===== src/rtl/seq_div_16_if.sv =====
// ----------------------------------------------------------------------------
// seq_div_16_if
//   Request/result bundle between the execute stage and the sequential divider.
//   Ports (all carried as interface signals):
//     start        request, sampled on the rising clock edge
//     dividend     unsigned numerator, captured when start is accepted
//     divisor      unsigned denominator, captured when start is accepted
//     busy         iterations in progress
//     done         one-cycle completion pulse
//     quotient     dividend / divisor
//     remainder    dividend % divisor
//     div_by_zero  raised with done when the divisor was zero
//   master: the requester (pipeline / testbench); slave: the divider.
// ----------------------------------------------------------------------------
interface seq_div_16_if #(
    parameter int WIDTH = 16
);
    logic             start;
    logic [WIDTH-1:0] dividend;
    logic [WIDTH-1:0] divisor;
    logic             busy;
    logic             done;
    logic [WIDTH-1:0] quotient;
    logic [WIDTH-1:0] remainder;
    logic             div_by_zero;

    modport master (
        output start, dividend, divisor,
        input  busy, done, quotient, remainder, div_by_zero
    );

    modport slave (
        input  start, dividend, divisor,
        output busy, done, quotient, remainder, div_by_zero
    );
endinterface


===== src/rtl/seq_div_16.sv =====
// ----------------------------------------------------------------------------
// seq_div_16
//   Multi-cycle unsigned restoring divider, one quotient bit per clock.
//   Ports:
//     clk    rising-edge clock
//     rst_n  asynchronous active-low reset
//     bus    seq_div_16_if.slave: start/dividend/divisor in,
//            busy/done/quotient/remainder/div_by_zero out
//   Timing: the accept edge is edge 0; a normal divide completes on edge WIDTH
//   (busy falls, done pulses for one cycle).  A zero divisor completes on
//   edge 1 without ever raising busy.  Results hold until the next completion.
// ----------------------------------------------------------------------------
module seq_div_16 #(
    parameter int WIDTH = 16
) (
    input  logic         clk,
    input  logic         rst_n,
    seq_div_16_if.slave  bus
);
    localparam int CNT_W = $clog2(WIDTH);
    localparam logic [CNT_W-1:0] LAST_CNT = CNT_W'(WIDTH - 1);

    // ZDIV is the single non-busy cycle between accepting a zero divisor and
    // presenting the result, so done lands on edge 1 rather than edge 0.
    typedef enum logic [1:0] {IDLE, RUN, ZDIV, FIN} state_t;

    state_t           state, state_nxt;
    logic [CNT_W-1:0] cnt;
    logic [WIDTH:0]   rem_w;      // partial remainder, one guard bit wide
    logic [WIDTH-1:0] quo_w;      // dividend shifting out / quotient shifting in
    logic [WIDTH-1:0] dvs;
    logic [WIDTH-1:0] quo_o;
    logic [WIDTH-1:0] rem_o;
    logic             dbz_o;

    logic             accept;
    logic             last;
    logic [2*WIDTH:0] step;
    logic [WIDTH:0]   rem_nxt;
    logic [WIDTH-1:0] quo_nxt;

    // One restoring iteration: shift the next dividend bit into the remainder,
    // trial-subtract at full WIDTH+1 width, keep the difference if it did not
    // borrow.  Returns {remainder, quotient}.
    function automatic logic [2*WIDTH:0] div_step(
        input logic [WIDTH:0]   r,
        input logic [WIDTH-1:0] q,
        input logic [WIDTH-1:0] d
    );
        logic [WIDTH:0] r_sh;
        logic [WIDTH:0] t;
        r_sh = {r[WIDTH-1:0], q[WIDTH-1]};
        t    = r_sh - {1'b0, d};
        if (!t[WIDTH])
            return {t, q[WIDTH-2:0], 1'b1};
        else
            return {r_sh, q[WIDTH-2:0], 1'b0};
    endfunction

    assign accept  = bus.start && (state == IDLE || state == FIN);
    assign last    = (state == RUN) && (cnt == LAST_CNT);
    assign step    = div_step(rem_w, quo_w, dvs);
    assign rem_nxt = step[2*WIDTH:WIDTH];
    assign quo_nxt = step[WIDTH-1:0];

    always_comb begin
        state_nxt = state;
        case (state)
            IDLE, FIN: begin
                if (bus.start)
                    state_nxt = (bus.divisor == '0) ? ZDIV : RUN;
                else if (state == FIN)
                    state_nxt = IDLE;
            end
            RUN:     if (cnt == LAST_CNT) state_nxt = FIN;
            ZDIV:    state_nxt = FIN;
            default: state_nxt = IDLE;
        endcase
    end

    // Control and architectural results
    always_ff @(posedge clk or negedge rst_n) begin
        if (!rst_n) begin
            state <= IDLE;
            cnt   <= '0;
            quo_o <= '0;
            rem_o <= '0;
            dbz_o <= 1'b0;
        end else begin
            state <= state_nxt;
            if (accept) begin
                cnt   <= '0;
                dbz_o <= 1'b0;
            end else if (state == RUN) begin
                cnt <= last ? '0 : cnt + 1'b1;
                if (last) begin
                    quo_o <= quo_nxt;
                    rem_o <= rem_nxt[WIDTH-1:0];
                end
            end else if (state == ZDIV) begin
                quo_o <= '1;
                rem_o <= quo_w;   // still holds the captured dividend
                dbz_o <= 1'b1;
            end
        end
    end

    // Working datapath; only meaningful after an accept, so left unreset
    always_ff @(posedge clk) begin
        if (accept) begin
            quo_w <= bus.dividend;
            rem_w <= '0;
            dvs   <= bus.divisor;
        end else if (state == RUN) begin
            quo_w <= quo_nxt;
            rem_w <= rem_nxt;
        end
    end

    assign bus.busy        = (state == RUN);
    assign bus.done        = (state == FIN);
    assign bus.quotient    = quo_o;
    assign bus.remainder   = rem_o;
    assign bus.div_by_zero = dbz_o;

endmodule


===== src/flat_wrapper.sv =====
// flat-port wrapper written by rule: the top's interface ports become plain ports
module seq_div_16_flat 
#(
    parameter int WIDTH = 16
)
  (clk, rst_n, bus_start, bus_dividend, bus_divisor, bus_busy, bus_done, bus_quotient, bus_remainder, bus_div_by_zero);
  seq_div_16_if #(.WIDTH(WIDTH)) bus_i ();
  input  logic clk;
  input  logic rst_n;
  input wire logic [$bits(bus_i.start)-1:0] bus_start;
  input wire logic [$bits(bus_i.dividend)-1:0] bus_dividend;
  input wire logic [$bits(bus_i.divisor)-1:0] bus_divisor;
  output wire logic [$bits(bus_i.busy)-1:0] bus_busy;
  output wire logic [$bits(bus_i.done)-1:0] bus_done;
  output wire logic [$bits(bus_i.quotient)-1:0] bus_quotient;
  output wire logic [$bits(bus_i.remainder)-1:0] bus_remainder;
  output wire logic [$bits(bus_i.div_by_zero)-1:0] bus_div_by_zero;
  assign bus_i.start = bus_start;
  assign bus_i.dividend = bus_dividend;
  assign bus_i.divisor = bus_divisor;
  assign bus_busy = bus_i.busy;
  assign bus_done = bus_i.done;
  assign bus_quotient = bus_i.quotient;
  assign bus_remainder = bus_i.remainder;
  assign bus_div_by_zero = bus_i.div_by_zero;
  seq_div_16 #(.WIDTH(WIDTH)) u_core (.clk(clk), .rst_n(rst_n), .bus(bus_i));
endmodule

===== config.mk =====
export PLATFORM = sky130hd
export DESIGN_NAME = seq_div_16_flat
export DESIGN_NICKNAME = d
export VERILOG_FILES = /design/src/rtl/seq_div_16_if.sv /design/src/rtl/seq_div_16.sv /design/src/flat_wrapper.sv
export SDC_FILE = /design/constraint.sdc
export NUM_CORES = 1
export LEC_CHECK = 0
export CAP_MARGIN = 25
export CORE_MARGIN = 10
export CORE_UTILIZATION = 45
export DETAILED_ROUTE_END_ITERATION = 8
export MAX_ROUTING_LAYER = met4
export PLACE_DENSITY_LB_ADDON = 0.2
export SETUP_SLACK_MARGIN = 0.15
export SLEW_MARGIN = 20
export SYNTH_ARGS = -nofsm -noshare
export SYNTH_HDL_FRONTEND = slang
export SYNTH_SLANG_ARGS = --single-unit

===== constraint.sdc =====
create_clock -name clk -period 8.3 [get_ports clk]
set_input_delay 1.245 -clock clk [delete_from_list [all_inputs] [get_ports clk]]
set_output_delay 1.245 -clock clk [all_outputs]
set_load 0.005 [all_outputs]

==> impl_metrics.py, run 1 <==
metrics = {
    "cts": {
        "path_clk_slew_ps": 100,
        "clock-sinks": 87,
        "cts_tree": "yes",
        "cts-htree-levels": 3,
        "worstSkewPairLatency_ps": 360,
        "cts_repair_resize_count": 0,
        "cts_post_setup_buffers_inserted": 0,
        "clockRootBuffer": "sky130_fd_sc_hd__clkbuf_8",
        "cts_buffers": 9,
        "post_cts_hold_buffer_count": 0,
        "cts-root-to-sink-buffers": 2,
    },
    "floorplanning": {
        "floorplan.rows": 37,
        "floorplan.io_pins": 70,
        "die_width_microns": 123,
        "placeableCoreArea_sq_um": 10300,
        "die_height_microns": 123,
        "dieArea_sq_um": 15100,
        "initial_core_util": 0.460,
    },
    "grt": {
        "global_route.overflow_total": 0,
        "grt_antenna_before_repair": 0,
        "grt_pass1_wl_mm": 20.4,
        "grt_usage": 0.173,
        "via_count_of_the_first_global_routing_pass": 4067,
        "grt_max_degree": 50,
    },
    "routing": {
        "detail_route.drc_violations": 0,
        "drtAntennaViolNets": 0,
        "drt-pass1-iter-count": 6,
        "routedWlPerCell_microns": 17.1,
        "vias": 4108,
        "avgViaCountPerCell": 5.60,
        "detail_route.wirelength_mm": 12.6,
        "number_of_violations_reported_at_the_end_of_detailed_routing_iteration_0": 336,
    },
    "setup_path": {
        "endpoint_kind": "flop",
        "cp.required_ps": 8600,
        "timing.critical_path.cells": "inv_1 > ha_1 > fa_1 > nand2b_1 > a211oi_1 > o21bai_1 > a21oi_1 > o21bai_1 > a211o_1 > a22oi_1 > o22a_1",
        "worstPathMaxFanout": 5,
        "crit_path_max_incr_delay_ps": 430,
        "crit_type": "flop to flop",
        "critical_path.slowest_cell": "sky130_fd_sc_hd__a211oi_1",
        "setup.worst_path.start_class": "flop",
        "critical_path_s_most_frequent_cell": "sky130_fd_sc_hd__o21bai_1",
        "arrival_time_of_data_at_the_critical_path_endpoint_ps": 3670,
    },
    "placement": {
        "pre_cts_slack_ps": 4460,
        "port_buffers": 69,
        "detailedPlacementHpwl_mm": 9.13,
        "placed_area_sq_um": 5510,
        "gp_congestion": 0.829,
        "dpl_cells": 715,
    },
    "pwr": {
        "total_leakage_power_nw": 2.42,
        "sw_frac_of_total": 0.453,
        "sw_pwr_mw": 1.22,
        "p_per_area_nw_per_um2": 472,
        "internal_power_mw": 1.48,
        "power_frac_clock": 0.111,
        "worst_ir_drop_on_vdd_v": 0.000326,
        "post-layout-total-power_mw": 2.70,
        "share_of_power_burned_in_registers": 0.309,
        "comb_power_share": 0.580,
    },
    "run": {
        "maxCapViolCount": 0,
    },
    "timing": {
        "grt_setup_unrepaired": "no",
        "max_slew_margin": 0.416,
        "tns_ps": 0,
        "post-route-period-util": 0.406,
        "finalWorstSetupSlack_ps": 4930,
        "finalCriticalPeriod_ps": 3370,
        "post_route_skew_ps": 14.9,
        "setup_viol": 0,
        "report.final.hold_viol_count": 0,
        "drv_slew": 0,
        "worst_slew_pin_slew_ps": 875,
        "fmax_mhz": 297,
    },
    "synthesis": {
        "netlist.area_leader.share": 0.205,
        "synth_edf_count": 32,
        "mappedNetlistArea_sq_um": 4750,
        "synth-warning-count": 0,
        "dominantRegCellSynth": "sky130_fd_sc_hd__dfrtp_1",
        "biggest_area_contributors_in_the_synthesized_netlist": "sky130_fd_sc_hd__dfrtp_1 21%, sky130_fd_sc_hd__edfxtp_1 20%, sky130_fd_sc_hd__nand2_1 8.3%, sky130_fd_sc_hd__dfxtp_1 6.7%, sky130_fd_sc_hd__o21ai_0 6.0%",
        "synth_fp_nets": 591,
        "synth-async-reset-ratio": 0.448,
        "yosysTopAreaCell": "sky130_fd_sc_hd__dfrtp_1",
        "ys_seq_area_frac": 0.475,
        "synth_cells": 535,
        "synth.distinct_cells": 56,
        "postSynthAreaPerCell_sq_um": 8.88,
        "ys_seq_elements": 87,
    },
    "finish": {
        "share_of_cells_above_drive_strength_1": 0.0503,
        "nets": 648,
        "areaGrowthSynthToFinish_pct": 20.6,
        "final_cell_area_sq_um": 5730,
        "final_cells": 733,
        "antennaDiodeCount": 0,
    },
    "worst_hold_path": {
        "min-delay-path-class": "flop to flop",
    },
    "status": {
        "run_status": "completed",
    },
}
## path summary, 6_finish.rpt
kind | startpoint | end | slack, ps | cells after the start
min reg2reg | u_core.bus.quotient[4]$_DFFE_PN0P_ | u_core.bus.quotient[4]$_DFFE_PN0P_ | 470 | 2
min | u_core.bus.quotient[4]$_DFFE_PN0P_ | u_core.bus.quotient[4]$_DFFE_PN0P_ | 470 | 2
max reg2reg | u_core.quo_w[15]$_DFFE_PP_ | u_core.bus.remainder[0]$_DFFE_PN0P_ | 4930 | 11
max in group asynchronous | rst_n | u_core.cnt[2]$_DFFE_PN0P_ | 6750 | 1
min in group asynchronous | rst_n | u_core.bus.quotient[5]$_DFFE_PN0P_ | 1000 | 1
max | u_core.quo_w[15]$_DFFE_PP_ | u_core.bus.remainder[0]$_DFFE_PN0P_ | 4930 | 11
## stage by stage
step                      hold WS, ps   util
after floorplan                   463      -
after global placement            451  0.533
after detailed placement          455  0.533
after CTS                         477  0.553
after global routing              486  0.555
final                             470  0.555
## synthesized netlist by cell type (7+ instances only)
master and n:
sky130_fd_sc_hd__inv_1 27, sky130_fd_sc_hd__nand3_1 18, sky130_fd_sc_hd__a31oi_1 7, sky130_fd_sc_hd__clkbuf_1 22, sky130_fd_sc_hd__a21oi_1 27, sky130_fd_sc_hd__ha_1 20
sky130_fd_sc_hd__nor2b_1 9, sky130_fd_sc_hd__nor2_1 39, sky130_fd_sc_hd__nand2_1 105, sky130_fd_sc_hd__dfxtp_1 16, sky130_fd_sc_hd__o21ai_0 57, sky130_fd_sc_hd__dfrtp_1 39
sky130_fd_sc_hd__o31ai_1 8, sky130_fd_sc_hd__xnor2_1 10, sky130_fd_sc_hd__nor3_1 7, sky130_fd_sc_hd__edfxtp_1 32
## critical path, delay by kind of cell, from the launching register on
family                     cells  cell delay, ps
AOI/OAI and AO/OA              7            2020
adders and majority gates      2             650
DFF                            1             330
and+or+nand+nor                1             200
buffers and inverters          1             130
## cells by family after synthesis
group                      Yosys count  synth area share
DFF                                 87             0.475
muxes                                5            0.0111
xor gates and xnor gates            11            0.0203
and+or+nand+nor                    202             0.186
AOI/OAI and AO/OA                  151             0.199
adders and majority gates           21            0.0569
buffers and inverters               58            0.0521
## power by group through the flow
stage | registers (mW) | clock network (mW) | logic [mW]
final | 0.837 | 0.299 | 1.57
after global routing | 0.858 | 0.325 | 1.77
after CTS | 0.838 | 0.304 | 1.56
after detailed placement | 0.846 | 0 | 1.55
after global placement | 0.840 | 0 | 1.51
after floorplan | 0.797 | 0 | 1.09
## cells in the final DEF (no fill, tap or decap), types with 10 or more instances in the layout
cell type                         synthesis  routed
sky130_fd_sc_hd__nand2_1                105     105
sky130_fd_sc_hd__ha_1                    20      20
sky130_fd_sc_hd__nor2_1                  39      39
sky130_fd_sc_hd__o21ai_0                 57      57
sky130_fd_sc_hd__xnor2_1                 10      10
sky130_fd_sc_hd__nand3_1                 18      18
sky130_fd_sc_hd__a21oi_1                 27      26
sky130_fd_sc_hd__edfxtp_1                32      32
sky130_fd_sc_hd__dfrtp_1                 39      39
sky130_fd_sc_hd__clkdlybuf4s50_1          0      68
sky130_fd_sc_hd__inv_1                   27      27
sky130_fd_sc_hd__dfxtp_1                 16      16
## cell type report
cell class	count	area, sq um
fill	973	4590
sequential	87	2260
multi-input combinational	390	2250
timing repair buffer	76	749
tap	136	170
clock buffer	10	149
inverter	28	105
clock inverter	6	50.0
## per-layer routing
layer	routed length [microns]	global-route usage	share of wire	vias to the layer above
li1	-	-	-	2007
met1	5500	0.212	0.44	1964
met2	6260	0.286	0.50	122
met3	575	0.0262	0.046	15
met4	215	0.0552	0.017	0
met5	0	-	0	-
## state kept, by name, indices dropped and copies added, names as in the netlist
signal                  cells
u_core.state                2
u_core.quo_w               16
u_core.rem_w               16
u_core.bus.quotient        16
u_core.cnt                  4
u_core.dvs                 16
u_core.bus.remainder       16
u_core.bus.div_by_zero      1
No activity file was read; power rests on OpenSTA's default activity.
==> inputs of run 2 (changes only) <==
==> constraint.sdc (replaced) <==
create_clock -name clk -period 3 [get_ports clk]
set_input_delay 0.45 -clock clk [delete_from_list [all_inputs] [get_ports clk]]
set_output_delay 0.45 -clock clk [all_outputs]
set_load 0.005 [all_outputs]
==> impl_metrics.py, run 2 (synthesized netlist as in run 1, its figures left out) <==
metrics = {
    "timing": {
        "finalCriticalPeriod_ps": 2720,
        "fmax_mhz": 368,
        "drv_slew": 0,
        "max_slew_margin": 0.383,
        "finalHoldWorstSlack_ps": 208,
        "post-route-period-util": 0.905,
        "worst_slew_pin_slew_ps": 926,
        "grt_setup_unrepaired": "yes",
        "report.final.hold_viol_count": 0,
        "tns_ps": 0,
        "setup_viol": 0,
        "post_route_skew_ps": 16.7,
    },
    "cts": {
        "cts_tree": "yes",
        "clockRootBuffer": "sky130_fd_sc_hd__clkbuf_8",
        "path_clk_slew_ps": 90,
        "cts_buffers": 9,
        "cts-root-to-sink-buffers": 2,
        "worstSkewPairLatency_ps": 370,
        "cts-htree-levels": 3,
        "post_cts_hold_buffer_count": 0,
        "clock-sinks": 87,
    },
    "floorplanning": {
        "die_height_microns": 123,
        "initial_core_util": 0.460,
        "die_width_microns": 123,
        "dieArea_sq_um": 15100,
        "floorplan.io_pins": 70,
        "floorplan.rows": 37,
        "placeableCoreArea_sq_um": 10300,
    },
    "grt": {
        "routing_usage_on_met3": 0.0363,
        "grt_max_degree": 42,
        "grt_antenna_before_repair": 0,
        "via_count_of_the_first_global_routing_pass": 4140,
        "grt_pass1_wl_mm": 20.5,
        "grt_use_met1": 0.207,
        "groute.layer.met2.usage": 0.290,
        "global_route.overflow_total": 0,
        "grt.busiest_layer": "met2",
        "grt_usage": 0.174,
    },
    "pwr": {
        "total_leakage_power_nw": 2.46,
        "p_per_area_nw_per_um2": 1320,
        "worst_ir_drop_on_vdd_v": 0.00126,
    },
    "finish": {
        "layout.cells.most_common": "sky130_fd_sc_hd__nand2_1",
        "share_of_cells_above_drive_strength_1": 0.0824,
        "nets": 658,
        "areaGrowthSynthToFinish_pct": 22.8,
        "antennaDiodeCount": 0,
        "final_cell_mix": "105 x sky130_fd_sc_hd__nand2_1, 68 x sky130_fd_sc_hd__clkdlybuf4s50_1, 55 x sky130_fd_sc_hd__o21ai_0",
    },
    "placement": {
        "detailedPlacementHpwl_mm": 9.51,
        "port_buffers": 69,
        "gp_congestion": 0.917,
    },
    "routing": {
        "avgViaCountPerCell": 5.62,
        "drt-pass1-iter-count": 5,
        "routedWlPerCell_microns": 17.4,
        "detail_route.drc_violations": 0,
        "number_of_violations_reported_at_the_end_of_detailed_routing_iteration_0": 333,
        "vias": 4173,
        "drtAntennaViolNets": 0,
        "detail_route.wirelength_mm": 12.9,
    },
    "setup_path": {
        "cp.required_ps": 3230,
        "crit_type": "flop to flop",
        "setup.worst_path.start_class": "flop",
        "arrival_time_of_data_at_the_critical_path_endpoint_ps": 2950,
        "endpoint_kind": "flop",
        "worstPathMaxFanout": 5,
    },
    "run": {
        "maxCapViolCount": 0,
    },
    "status": {
        "run_status": "completed",
    },
    "worst_hold_path": {
        "min-delay-path-class": "input port to asynchronous set/reset pin",
    },
}
-- run 2: changes by cell type in the layout (fill, tap and decap cells not counted), sizes merged --
cell,previous run,this run
clkinvlp,0,2
clkbuf,10,11
buf,8,18
inv,30,27
-- run 2: worst paths after layout --
kind,cells after the start,start,slack [ps],endpoint
worst max-delay path,10,u_core.dvs[0]$_DFFE_PP_,280,u_core.bus.remainder[5]$_DFFE_PN0P_
worst min-delay path,1,rst_n,210,u_core.bus.quotient[5]$_DFFE_PN0P_
worst max register to register,10,u_core.dvs[0]$_DFFE_PP_,280,u_core.bus.remainder[5]$_DFFE_PN0P_
worst min register to register,2,u_core.bus.quotient[4]$_DFFE_PN0P_,470,u_core.bus.quotient[4]$_DFFE_PN0P_
max in group asynchronous,1,rst_n,2190,u_core.bus.remainder[12]$_DFFE_PN0P_
min in group clk,2,u_core.bus.quotient[4]$_DFFE_PN0P_,470,u_core.bus.quotient[4]$_DFFE_PN0P_
-- run 2: per-layer routing --
| metal | share of wire | up-vias |
|---|---|---|
| met2 | 0.50 | 101 |
| met4 | 0.015 | 0 |
| met5 | 0 | - |
| li1 | - | 2029 |
| met3 | 0.043 | 18 |
| met1 | 0.44 | 2025 |
-- run 2: layout make-up --
| type | instances | area (sq um) |
|---|---|---|
| Fill cell | 937 | 4490 |
| Multi-Input combinational cell | 390 | 2300 |
| Sequential cell | 87 | 2260 |
| Timing Repair Buffer | 86 | 827 |
| Tap cell | 136 | 170 |
| Clock buffer | 11 | 141 |
| Inverter | 28 | 105 |
| Clock inverter | 5 | 33.8 |
-- run 2: metrics by stage --
stage / power [mW] / area (sq um) / util / cells / setup WS [ps]
2_1_floorplan: 5.23 / 4750 / - / 535 / 376
3_3_place_gp: 6.66 / 5590 / 0.541 / 724 / 239
3_5_place_dp: 6.80 / 5590 / 0.541 / 724 / 129
4_1_cts: 7.57 / 5770 / 0.559 / 740 / 159
5_1_grt: 8.36 / 5840 / 0.565 / 743 / 134
6_report: 7.71 / 5840 / 0.565 / 743 / 285
-- run 2: what timing repair did --
| item | 4_1_cts | 5_1_grt |
|---|---|---|
| gates resized for setup | 1 | 14 |
| buffers inserted | 0 | 2 |
| cloned | 0 | 1 |
| pin swaps | 0 | 2 |
| hold endpoints to repair | 0 | 0 |
| setup endpoints to repair | 6 | 29 |
-- run 2: where the power goes --
part,leakage (nW),internal (mW),switching (mW)
combinational,1.47,1.98,2.66
clock,0.0853,0.323,0.436
sequential,0.905,1.91,0.402
total,2.46,4.22,3.50
-- run 2: critical path: stages, from the launching register on --
cell and delay [ps]:
sky130_fd_sc_hd__edfxtp_1 390, sky130_fd_sc_hd__ha_1 240, sky130_fd_sc_hd__fa_2 360, sky130_fd_sc_hd__nand2b_4 160, sky130_fd_sc_hd__a211oi_4 280, sky130_fd_sc_hd__o21bai_2 130
sky130_fd_sc_hd__a21oi_1 300, sky130_fd_sc_hd__nor3_4 110, sky130_fd_sc_hd__buf_4 160, sky130_fd_sc_hd__o31ai_1 330, sky130_fd_sc_hd__o21ai_1 120
==> inputs of run 3 (changes only) <==
--- a/config.mk
+++ b/config.mk
@@ -8,6 +8,7 @@
 export CAP_MARGIN = 25
 export CORE_MARGIN = 10
 export CORE_UTILIZATION = 45
+export CTS_CLUSTER_SIZE = 10
 export DETAILED_ROUTE_END_ITERATION = 8
 export MAX_ROUTING_LAYER = met4
 export PLACE_DENSITY_LB_ADDON = 0.2
==> results of run 3 <==
Final layout, timing and power as in run 2 (identical DEF).
